[src/rtl/demux_route_buffer_pkg.sv]
// Shared definitions for the demux route buffer: default word width and
// the destination select encodings.
package demux_route_buffer_pkg;

  localparam int unsigned DEF_WIDTH = 16;

  typedef enum logic {
    SEL_A = 1'b0,
    SEL_B = 1'b1
  } sel_e;

endpackage

[src/rtl/demux_route_buffer_if.sv]
// Handshake bundle between the demux stage, the route buffer and its two
// downstream consumers.
interface demux_route_buffer_if #(
  parameter int unsigned WIDTH = 16,
  parameter int unsigned CNT_W = 2
);

  logic [WIDTH-1:0] in_data;
  logic             in_sel;
  logic             in_valid;
  logic             in_ready;

  logic [WIDTH-1:0] a_data;
  logic             a_valid;
  logic             a_ready;
  logic [CNT_W-1:0] a_count;

  logic [WIDTH-1:0] b_data;
  logic             b_valid;
  logic             b_ready;
  logic [CNT_W-1:0] b_count;

  logic             drop_err;

  // Upstream producer and downstream consumers
  modport master (
    output in_data, in_sel, in_valid, a_ready, b_ready,
    input  in_ready, a_data, a_valid, a_count,
           b_data, b_valid, b_count, drop_err
  );

  // The route buffer itself
  modport slave (
    input  in_data, in_sel, in_valid, a_ready, b_ready,
    output in_ready, a_data, a_valid, a_count,
           b_data, b_valid, b_count, drop_err
  );

endinterface

[src/rtl/demux_route_buffer_route_fifo.sv]
// Per-destination synchronous FIFO. Head entry is always driven from
// storage[rd_ptr]; storage is cleared on reset so an empty FIFO reads 0.
module route_fifo #(
  parameter int unsigned WIDTH = 16,
  parameter int unsigned DEPTH = 2,
  parameter int unsigned CNT_W = 2
) (
  input  logic             clk,
  input  logic             rst,
  input  logic             push,
  input  logic [WIDTH-1:0] push_data,
  input  logic             pop,
  output logic [WIDTH-1:0] head_data,
  output logic [CNT_W-1:0] count,
  output logic             full,
  output logic             empty
);

  localparam int unsigned PTR_W = $clog2(DEPTH);

  logic [WIDTH-1:0] mem [DEPTH];
  logic [PTR_W-1:0] wr_ptr;
  logic [PTR_W-1:0] rd_ptr;
  logic             do_push;
  logic             do_pop;

  assign full      = (count == CNT_W'(DEPTH));
  assign empty     = (count == '0);
  assign do_push   = push & ~full;
  assign do_pop    = pop & ~empty;
  assign head_data = mem[rd_ptr];

  // Storage, pointers and occupancy update
  always_ff @(posedge clk) begin
    if (rst) begin
      for (int unsigned i = 0; i < DEPTH; i++) begin
        mem[i] <= '0;
      end
      wr_ptr <= '0;
      rd_ptr <= '0;
      count  <= '0;
    end else begin
      if (do_push) begin
        mem[wr_ptr] <= push_data;
        wr_ptr      <= wr_ptr + PTR_W'(1);
      end
      if (do_pop) begin
        rd_ptr <= rd_ptr + PTR_W'(1);
      end
      count <= count + CNT_W'(do_push) - CNT_W'(do_pop);
    end
  end

endmodule

[src/rtl/demux_route_buffer.sv]
// Route buffer: steers each accepted word into channel A or B FIFO and
// flags upstream changes to in_data/in_sel while stalled.
module demux_route_buffer
  import demux_route_buffer_pkg::*;
#(
  parameter int unsigned WIDTH = DEF_WIDTH,
  parameter int unsigned DEPTH = 2,
  parameter int unsigned CNT_W = 2
) (
  input logic                  clk,
  input logic                  rst,
  demux_route_buffer_if.slave  bus
);

  sel_e             sel;
  logic             a_full;
  logic             b_full;
  logic             a_empty;
  logic             b_empty;
  logic             ready;
  logic             accept;
  logic             stall;
  logic             prev_stall;
  logic [WIDTH-1:0] prev_data;
  sel_e             prev_sel;
  logic             drop_q;

  assign sel = sel_e'(bus.in_sel);

  // Ready depends only on registered fullness and the select, never on consumer ready
  always_comb begin
    ready = 1'b0;
    if (!rst) begin
      ready = (sel == SEL_B) ? ~b_full : ~a_full;
    end
  end

  assign bus.in_ready = ready;
  assign accept       = bus.in_valid & ready;
  assign stall        = bus.in_valid & ~ready;
  assign bus.a_valid  = ~a_empty;
  assign bus.b_valid  = ~b_empty;
  assign bus.drop_err = drop_q;

  route_fifo #(.WIDTH(WIDTH), .DEPTH(DEPTH), .CNT_W(CNT_W)) u_fifo_a (
    .clk       (clk),
    .rst       (rst),
    .push      (accept & (sel == SEL_A)),
    .push_data (bus.in_data),
    .pop       (bus.a_ready),
    .head_data (bus.a_data),
    .count     (bus.a_count),
    .full      (a_full),
    .empty     (a_empty)
  );

  route_fifo #(.WIDTH(WIDTH), .DEPTH(DEPTH), .CNT_W(CNT_W)) u_fifo_b (
    .clk       (clk),
    .rst       (rst),
    .push      (accept & (sel == SEL_B)),
    .push_data (bus.in_data),
    .pop       (bus.b_ready),
    .head_data (bus.b_data),
    .count     (bus.b_count),
    .full      (b_full),
    .empty     (b_empty)
  );

  // Sticky protocol checker: a word stalled last cycle must be re-presented unchanged
  always_ff @(posedge clk) begin
    if (rst) begin
      prev_stall <= 1'b0;
      prev_data  <= '0;
      prev_sel   <= SEL_A;
      drop_q     <= 1'b0;
    end else begin
      if (prev_stall && bus.in_valid &&
          ((bus.in_data != prev_data) || (sel != prev_sel))) begin
        drop_q <= 1'b1;
      end
      prev_stall <= stall;
      prev_data  <= bus.in_data;
      prev_sel   <= sel;
    end
  end

endmodule

[src/flat_wrapper.sv]
// flat-port wrapper written by rule: the top's interface ports become plain ports
module demux_route_buffer_flat import demux_route_buffer_pkg::*;
#(
  parameter int unsigned WIDTH = DEF_WIDTH,
  parameter int unsigned DEPTH = 2,
  parameter int unsigned CNT_W = 2
)
  (clk, rst, bus_in_data, bus_in_sel, bus_in_valid, bus_a_ready, bus_b_ready, bus_in_ready, bus_a_data, bus_a_valid, bus_a_count, bus_b_data, bus_b_valid, bus_b_count, bus_drop_err);
  demux_route_buffer_if #(.WIDTH(WIDTH), .CNT_W(CNT_W)) bus_i ();
  input logic clk;
  input logic rst;
  input wire logic [$bits(bus_i.in_data)-1:0] bus_in_data;
  input wire logic [$bits(bus_i.in_sel)-1:0] bus_in_sel;
  input wire logic [$bits(bus_i.in_valid)-1:0] bus_in_valid;
  input wire logic [$bits(bus_i.a_ready)-1:0] bus_a_ready;
  input wire logic [$bits(bus_i.b_ready)-1:0] bus_b_ready;
  output wire logic [$bits(bus_i.in_ready)-1:0] bus_in_ready;
  output wire logic [$bits(bus_i.a_data)-1:0] bus_a_data;
  output wire logic [$bits(bus_i.a_valid)-1:0] bus_a_valid;
  output wire logic [$bits(bus_i.a_count)-1:0] bus_a_count;
  output wire logic [$bits(bus_i.b_data)-1:0] bus_b_data;
  output wire logic [$bits(bus_i.b_valid)-1:0] bus_b_valid;
  output wire logic [$bits(bus_i.b_count)-1:0] bus_b_count;
  output wire logic [$bits(bus_i.drop_err)-1:0] bus_drop_err;
  assign bus_i.in_data = bus_in_data;
  assign bus_i.in_sel = bus_in_sel;
  assign bus_i.in_valid = bus_in_valid;
  assign bus_i.a_ready = bus_a_ready;
  assign bus_i.b_ready = bus_b_ready;
  assign bus_in_ready = bus_i.in_ready;
  assign bus_a_data = bus_i.a_data;
  assign bus_a_valid = bus_i.a_valid;
  assign bus_a_count = bus_i.a_count;
  assign bus_b_data = bus_i.b_data;
  assign bus_b_valid = bus_i.b_valid;
  assign bus_b_count = bus_i.b_count;
  assign bus_drop_err = bus_i.drop_err;
  demux_route_buffer #(.WIDTH(WIDTH), .DEPTH(DEPTH), .CNT_W(CNT_W)) u_core (.clk(clk), .rst(rst), .bus(bus_i));
endmodule
[config.mk]
export PLATFORM = sky130hd
export DESIGN_NAME = demux_route_buffer_flat
export DESIGN_NICKNAME = d
export VERILOG_FILES = /design/src/rtl/demux_route_buffer_pkg.sv /design/src/rtl/demux_route_buffer_if.sv /design/src/rtl/demux_route_buffer_route_fifo.sv /design/src/rtl/demux_route_buffer.sv /design/src/flat_wrapper.sv
export SDC_FILE = /design/constraint.sdc
export NUM_CORES = 1
export LEC_CHECK = 0
export BUFFER_PORTS_ARGS = -buffer_cell sky130_fd_sc_hd__buf_4
export CELL_PAD_IN_SITES_DETAIL_PLACEMENT = 0
export CELL_PAD_IN_SITES_GLOBAL_PLACEMENT = 2
export CORE_MARGIN = 1
export CORE_UTILIZATION = 39
export CTS_CLUSTER_DIAMETER = 60
export DETAILED_ROUTE_END_ITERATION = 8
export PLACE_DENSITY = 0.8
export SETUP_SLACK_MARGIN = 0.2
export SYNTH_ARGS = -nofsm -noshare
export SYNTH_HDL_FRONTEND = slang
export SYNTH_SLANG_ARGS = --single-unit
export TNS_END_PERCENT = 30
[constraint.sdc]
create_clock -name clk -period 2.25 [get_ports clk]
set_input_delay 0.45 -clock clk [delete_from_list [all_inputs] [get_ports clk]]
set_output_delay 0.45 -clock clk [all_outputs]
set_load 0.1 [all_outputs]
* After elaboration in Yosys (flattened, before gate mapping)
Memories as Yosys holds them, arrays and structs flattened. A register that Yosys moved wholly into a read port is not among the register bits. Cells that the tools add are included.
Cells by class: $add $sub $neg 8, eq/ne operators 4, mux-type cells 20, bitwise gates (word level) 14, reduce and logical (&&, ||, !) cells 7
Operators by type and width (count):
- 2-to-1 mux 16 bit | 2
- OR reduction 16 bit | 2
- 2-to-1 mux 1 bit | 18
- inequality test 16 bit | 1
- AND 1 bit | 8
- NOT 1 bit | 6
- adder 1 bit (second input constant) | 4
- adder 2 x 1 -> 2 bit | 2
- == test 2 bit (second input constant) | 2
- zero test 2 bit | 2
- subtractor 2 x 1 -> 2 bit | 2
- logical AND 1 bit | 2
- logical OR 1 bit | 1
- inequality test 1 bit | 1
Storage, ports and cells: flip-flop bits (word level) 27, memory bits (writable) 64, input port bits 22, memories 2
Memory list:
- u_core.u_fifo_a.mem | depth 2, bits a word 16, read ports 1, clocked after Yosys merged registers in 1, wr ports 2, RTL line demux_route_buffer_route_fifo.sv:21 | logic [WIDTH-1:0] mem [DEPTH];
- u_core.u_fifo_b.mem | depth 2, bits a word 16, read ports 1, clocked after Yosys merged registers in 1, wr ports 2, RTL line demux_route_buffer_route_fifo.sv:21

* Depth between registers and ports, before layout
Gate-level depths: netlist of the first run.
depth after elaboration 12, depth in mapped cells 9, depth with buffers taken out 8

* Modules after synthesis
Synthesis of the first run repeated with hierarchy kept, for this count alone.
Second synthesis, totals: cells, all modules 333, area, all modules 4043.9 um^2
Modules (own cells, without submodules):
- route_fifo | times used 2, cells an instance 131, area an instance 1647.8 um^2, sequential area each 1061.0 um^2
- demux_route_buffer | times used 1, cells an instance 71, area an instance 748.2 um^2, sequential area each 380.4 um^2

* Worst setup path after synthesis of the first run
No wires, ideal clock.
path type register to output, from register u_core.u_fifo_b.count[0], to output bus_in_ready, data arrival time 2776 ps, setup slack -976 ps, cell stages (with the launch flop) 4, path buffers 0, cells stage by stage dfxtp_1 -> nand2b_1 -> mux2_2 -> nor2b_1
Between the ends: longest elaborated chain between the ends 4
RTL lines:
- from (decl) | RTL line demux_route_buffer_route_fifo.sv:14 | output logic [CNT_W-1:0] count,
- from (signal assigned) | RTL line demux_route_buffer_route_fifo.sv:50 | count <= count + CNT_W'(do_push) - CNT_W'(do_pop);
- == test 2 bit | RTL line demux_route_buffer_route_fifo.sv:27 | assign full = (count == CNT_W'(DEPTH));
- NOT 1 bit | RTL line demux_route_buffer.sv:34 | ready = (sel == SEL_B) ? ~b_full : ~a_full;
- 2-to-1 mux 1 bit | RTL line demux_route_buffer.sv:34
- 2-to-1 mux 1 bit | RTL line demux_route_buffer.sv:33 | if (!rst) begin
- to (decl) | RTL line flat_wrapper.sv:17 | output wire logic [$bits(bus_i.in_ready)-1:0] bus_in_ready;
No other way between the ends.

==> results.ini, run 1 <==
[pwr]
power.leakage_nw=1.93
vdd_drop_max_uv=708
power_density_mw_per_mm2=1150

[floorplanning]
die_h_um=104
row_count=36
io_pins=62
die_w_um=104
initial_core_util_pct=40.7
coreArea_mm2=0.00991
die_area_mm2=0.0108

[flow_run]
drv_cap=0

[logic_synthesis]
synth_common_cells=edfxtp_1, and2_1, mux2_2
synth_ff_type=edfxtp_1
syn_avg_cell_area_um2=14.0
synthesis.area_mm2=0.00404
yosys-top-cells-area=edfxtp_1, dfxtp_1, mux2_2
synthCells=289
synth_top_cell_by_area=edfxtp_1
synthArstFlopShare_pct=0
synth_top_area_share_pct=47.6
syn_nets=315
yosysWarnings=0
ys_seq_elements=93
synth_cell_types=25
seq_area_frac_synth_pct=62.0
synth_edf_count=64
synth.most_common_cell=edfxtp_1

[finish]
fin_nets=382
finalNonFillerCells=494
seqCellArea_mm2=0.00252
multi_input_area_mm2=0.00145
area_delta_synth_final_pct=20.0
n_fill_cell=939
diodes=0
layout-drive-gt1-share_pct=40.2

[min_path]
hold_path.class=in -> reg
holdPathStages=2
holdPathEnd=u_core.prev_data[2]
holdCritStartpoint=bus_in_data[2]

[critical_path]
cp-end-kind=primary output
path_cells=buf_4, mux2_2, buf_4
path_class=reg -> out
r2r_start=u_core.u_fifo_b.count[1]
r2r_end=u_core.u_fifo_b.count[1]
crit_top_cell=buf_4
path_delay_family=buffers and inverters
r2r_slack_ps=480
cp-start-kind=register
critPathBufInv=2
crit_slowest_cell=mux2_2
crit_required_ps=1800
rr_worst_depth=8
cp_max_fo=16
cp.arrival_ps=1550
critical_path.max_stage_delay_ps=400

[routing]
ant_nets=0
drt_pass1_iterations=4
drc_errors=0
routedWlPerCell_um=15.2
wl_um=7520
vias=2218
drtIter0Drc=57
via_per_inst=4.49

[global_route]
grt_first_pass_wirelength_um=12300
antenna_found_initial=0
grt-ovfl-total=0
grt_pass1_vias=2330
grtUsageTotal_pct=15.0
grt_max_degree=25

[timing]
max_freq_mhz=501
rsz0062_at_grt=yes
setup_violations=0
max_slew_margin_pct=71.0
fin_crit_sh_pct=88.7
finClkSkew_ps=8.40
hold_violations=0
fin_ws_ps=254
report.final.slew_viol_count=0
fin_crit_ps=2000
worst_slew_pin_slew_ps=435
fin_setup_tns_ps=0

[clock_tree]
clk_pin_slew_ps=80
clockRootBuffer=clkbuf_8
worst_skew_pair.late_latency_ps=340
ctsLongestPathBuffers=2
htreeDepth=3
cts_inserted_buffers=9
cts.sinks=93
cts_tree=built
ctsHoldBuffers=0

[placed_design]
io_buffers=61
dp_hpwl_um=5090
globalplace.congestion=0.699
detailedPlace.worstSlack_ps=280
dpl.cell_count=478

[outcome]
status=completed

## worst max-delay path by stage
stage                                        start                  endpoint  slack (ps)  cells past startpoint
after CTS                                 register             bus_a_data[8]         220                      3
final                                     register             bus_a_data[8]         250                      3
after global routing                      register             bus_a_data[5]         190                      3
after floorplan           u_core.u_fifo_b.count[1]  u_core.u_fifo_b.count[1]         240                      8
after detailed placement                       rst  u_core.u_fifo_a.count[1]         280                      9
after global placement                         rst  u_core.u_fifo_a.count[1]         310                      9
## power breakdown
| group | leakage (nW) | internal (mW) | switching (mW) | total (mW) |
|---|---|---|---|---|
| Combinational | 0.929 | 0.621 | 1.83 | 2.45 |
| Sequential | 0.908 | 1.99 | 0.0618 | 2.05 |
| Clock | 0.0911 | 0.503 | 0.543 | 1.05 |
## metrics by stage
| stage | total power [mW] | util, % | area, um2 | hold slack, ps |
|---|---|---|---|---|
| 2_1_floorplan | 4.09 | - | 4070 | 481 |
| 3_3_place_gp | 4.54 | 47.0 | 4650 | 497 |
| 3_5_place_dp | 4.56 | 47.0 | 4650 | 507 |
| 4_1_cts | 5.61 | 48.8 | 4840 | 364 |
| 5_1_grt | 5.76 | 48.9 | 4840 | 378 |
| 6_report | 5.55 | 48.9 | 4840 | 379 |
## registers in the layout, summed over array words and instances, names as in the netlist, named ones only
register,count
u_core.u_fifo_b.mem,32
u_core.u_fifo_a.rd_ptr,1
u_core.prev_sel,1
u_core.prev_stall,1
u_core.u_fifo_b.wr_ptr,1
u_core.u_fifo_b.count,2
u_core.u_fifo_a.wr_ptr,1
u_core.bus.drop_err,1
u_core.u_fifo_a.count,2
u_core.u_fifo_b.rd_ptr,1
u_core.u_fifo_a.mem,32
u_core.prev_data,16
## placed cells by master (no fill, tap or decap), types with 2 or more instances in the layout
cell type / n
mux2_2: 33
nor2b_1: 19
or2_2: 4
nor2_1: 8
nor2_4: 4
buf_4: 66
clkinv_2: 2
and2_2: 12
and2_1: 54
buf_6: 2
nand2b_1: 2
or2_4: 2
clkbuf_8: 9
dfxtp_1: 25
dfxtp_4: 4
nand4_1: 4
edfxtp_1: 64
xnor2_1: 22
clkinv_1: 2
inv_1: 4
ha_1: 4
nor3_1: 2
xor2_1: 3
## kinds of logic after synthesis
family	synth area share, %
and+or+nand+nor	19.3
AOI/OAI and AO/OA	0.310
muxes	9.20
xor gates and xnor gates	5.42
adders and majority gates	1.24
buffers and inverters	2.54
DFF	62.0
## timing repair
| action | CTS | global route |
|---|---|---|
| endpoints found under the setup margin | 0 | 15 |
| buffers inserted | 0 | 0 |
| gates resized for setup | 0 | 2 |
## layer usage
layer,vias up,wire length [um],global-route usage (%)
met2,42,3640,25.3
met5,-,0,0
li1,1109,-,-
met4,0,92,5.82
met3,9,238,2.64
met1,1058,3550,19.3
## worst register-to-register path: stages (launching register included)
cell and delay, ps:
dfxtp_4 360, or2_4 250, and2_1 190, ha_1 290, inv_1 50, ha_1 140, xor2_1 180, xnor2_1 140
nor2_1 50
## area by class of cell
cell class	instances	share of cell area, %
Sequential cell	93	52.0
Inverter	4	0.310
Tap cell	133	3.43
Multi-Input combinational cell	180	29.8
Clock inverter	6	1.14
Timing Repair Buffer	68	10.7
Clock buffer	10	2.63
No activity file was read; power rests on OpenSTA's default activity.
==> inputs of run 2 (changes only) <==
Settings changed: PLACE_DENSITY 0.8 to 0.81.
==> run 2 against run 1 <==
Effect of this change: critical path depth stayed put; register-to-register slack hardly changed; non-clock buffer count unchanged; via count up 0.99%; cell area increased by 1.2%; clock skew grew 3.4 ps; total power increased by 5.4%; setup slack worse by 19 ps; first-iteration DRC count up 8.8%; core utilization increased by 0.61 points; worst hold slack lost 22 ps; combinational power barely moved.
==> results.ini, run 2 (same netlist as run 1, synthesis figures left out) <==
[outcome]
status=completed  ; unchanged

[pwr]
netSwitchingPower_mw=2.50  ; was 2.44 mW
p_total_mw=5.85  ; was 5.55 mW
power.leakage_nw=1.95  ; was 1.93 nW
p_clk_share_pct=23.1  ; was 18.9%
p_seq_share_pct=35.1  ; was 37.0%
vdd_drop_max_uv=599  ; was 708 uV
power_density_mw_per_mm2=1190  ; was 1150 mW/mm2
comb_power_share_pct=41.9  ; was 44.2%
intPower_mw=3.35  ; was 3.12 mW
switching_share_pct=42.7  ; was 43.9%

[timing]
finClkSkew_ps=11.8  ; was 8.40 ps
setup_violations=0  ; unchanged
hold_ws_ps=357  ; was 379 ps
max_freq_mhz=496  ; was 501 MHz
hold_violations=0  ; unchanged
rsz0062_at_grt=yes  ; unchanged
fin_crit_sh_pct=89.6  ; was 88.7%
fin_setup_tns_ps=0  ; unchanged
fin_crit_ps=2010  ; was 2000 ps
max_slew_margin_pct=70.6  ; was 71.0%
worst_slew_pin_slew_ps=441  ; was 435 ps
report.final.slew_viol_count=0  ; unchanged

[critical_path]
r2r_slack_ps=490  ; was 480 ps
cp-end-kind=primary output  ; unchanged
cp_max_fo=16  ; unchanged
r2r_start=u_core.u_fifo_b.count[1]  ; unchanged
cp.arrival_ps=1560  ; was 1550 ps
crit_top_cell=buf_4  ; unchanged
crit_required_ps=1800  ; about the same
path_cells=buf_4, mux2_2, buf_4  ; unchanged
crit_slowest_cell=mux2_2  ; unchanged
path_class=reg -> out  ; unchanged
critical_path.max_stage_delay_ps=390  ; was 400 ps
r2r_end=u_core.u_fifo_b.count[1]  ; unchanged
cp-start-kind=register  ; unchanged
rr_worst_depth=8  ; unchanged

[flow_run]
drv_cap=0  ; unchanged

[routing]
drc_errors=0  ; unchanged
drtIter0Drc=62  ; was 57
wl_um=7700  ; was 7520 um
drt_pass1_iterations=4  ; unchanged
vias=2240  ; was 2218
routedWlPerCell_um=15.6  ; was 15.2 um
via_per_inst=4.53  ; was 4.49
ant_nets=0  ; unchanged

[global_route]
grt-ovfl-total=0  ; unchanged
grt_first_pass_wirelength_um=12400  ; was 12300 um
antenna_found_initial=0  ; unchanged
grtUsageTotal_pct=15.2  ; was 15.0%
grt_pass1_vias=2369  ; was 2330
grt_max_degree=28  ; was 25

[finish]
layout_commonest_cell=buf_4  ; unchanged
area_delta_synth_final_pct=21.5  ; was 20.0%
fin_nets=382  ; unchanged
reg_top3=u_core.u_fifo_a.mem (32), u_core.u_fifo_b.mem (32), u_core.prev_data (16)  ; unchanged
final_cell_mix=buf_4, edfxtp_1, and2_1, mux2_2, dfxtp_1  ; unchanged
diodes=0  ; unchanged
layout-drive-gt1-share_pct=41.0  ; was 40.2%

[floorplanning]
io_pins=62  ; unchanged
coreArea_mm2=0.00991  ; unchanged
row_count=36  ; unchanged
die_area_mm2=0.0108  ; unchanged
die_h_um=104  ; unchanged
initial_core_util_pct=40.7  ; unchanged
die_w_um=104  ; unchanged

[placed_design]
io_buffers=61  ; unchanged
globalplace.congestion=0.665  ; was 0.699
dp_hpwl_um=5150  ; was 5090 um

[clock_tree]
cts_inserted_buffers=9  ; unchanged
cts_tree=built  ; unchanged
clk_pin_slew_ps=100  ; was 80 ps
worst_skew_pair.late_latency_ps=350  ; was 340 ps
cts.sinks=93  ; unchanged
htreeDepth=3  ; unchanged
ctsHoldBuffers=0  ; unchanged
ctsLongestPathBuffers=2  ; unchanged
clockRootBuffer=clkbuf_8  ; unchanged

[min_path]
holdPathStages=2  ; unchanged
holdPathEnd=u_core.u_fifo_a.count[1]  ; was u_core.prev_data[2]
hold_path.class=in -> reg  ; unchanged
holdCritStartpoint=rst  ; was bus_in_data[2]

## run 2: power by group through the flow
stage / clock (mW) / combinational (mW) / sequential (mW)
after global routing: 1.43 / 2.54 / 2.07
final: 1.35 / 2.45 / 2.05
after CTS: 1.37 / 2.47 / 2.05
after detailed placement: 0 / 2.47 / 2.09
after floorplan: 0 / 1.89 / 2.20
after global placement: 0 / 2.46 / 2.09
## run 2: worst max-delay path, delay by kind of cell, from the launching register on
kind,cells,cell delay [ps]
muxes,1,390
DFF,1,320
buffers and inverters,2,500
## run 2: per-stage QoR
stage	setup slack [ps]	cell area, um2	utilization (%)	cells
3_3_place_gp	318	4650	47.0	478
6_report	235	4900	49.5	494
3_5_place_dp	306	4650	47.0	478
2_1_floorplan	239	4070	-	289
4_1_cts	207	4900	49.5	494
5_1_grt	174	4900	49.5	494
## run 2: how the worst max path moves through the flow
stage               cells past startpoint  slack, ps                  endpoint
global route                            3        170             bus_a_data[5]
CTS                                     3        210             bus_a_data[5]
detailed placement                      9        310  u_core.u_fifo_a.count[1]
floorplan                               8        240  u_core.u_fifo_b.count[1]
finish                                  3        240             bus_a_data[5]
global placement                        9        320  u_core.u_fifo_a.count[1]
## run 2: layer usage
metal  wire length, um  GRT usage, %
met4                99          6.43
met2              3680          25.2
met3               258          2.58
met1              3670          19.8
met5                 0             0
## run 2: cell type report
cell class | count | area (um2)
Tap cell | 133 | 166
Fill cell | 911 | 5000
Clock inverter | 7 | 123
Inverter | 4 | 15.0
Multi-Input combinational cell | 180 | 1450
Timing Repair Buffer | 68 | 514
Sequential cell | 93 | 2520
Clock buffer | 9 | 124
## run 2: repair_timing
| action | in CTS | in global routing |
|---|---|---|
| endpoints found under the hold margin | 0 | 0 |
| setup endpoints to repair | 0 | 6 |
| gates resized for setup | 0 | 1 |
| buffers inserted | 0 | 0 |
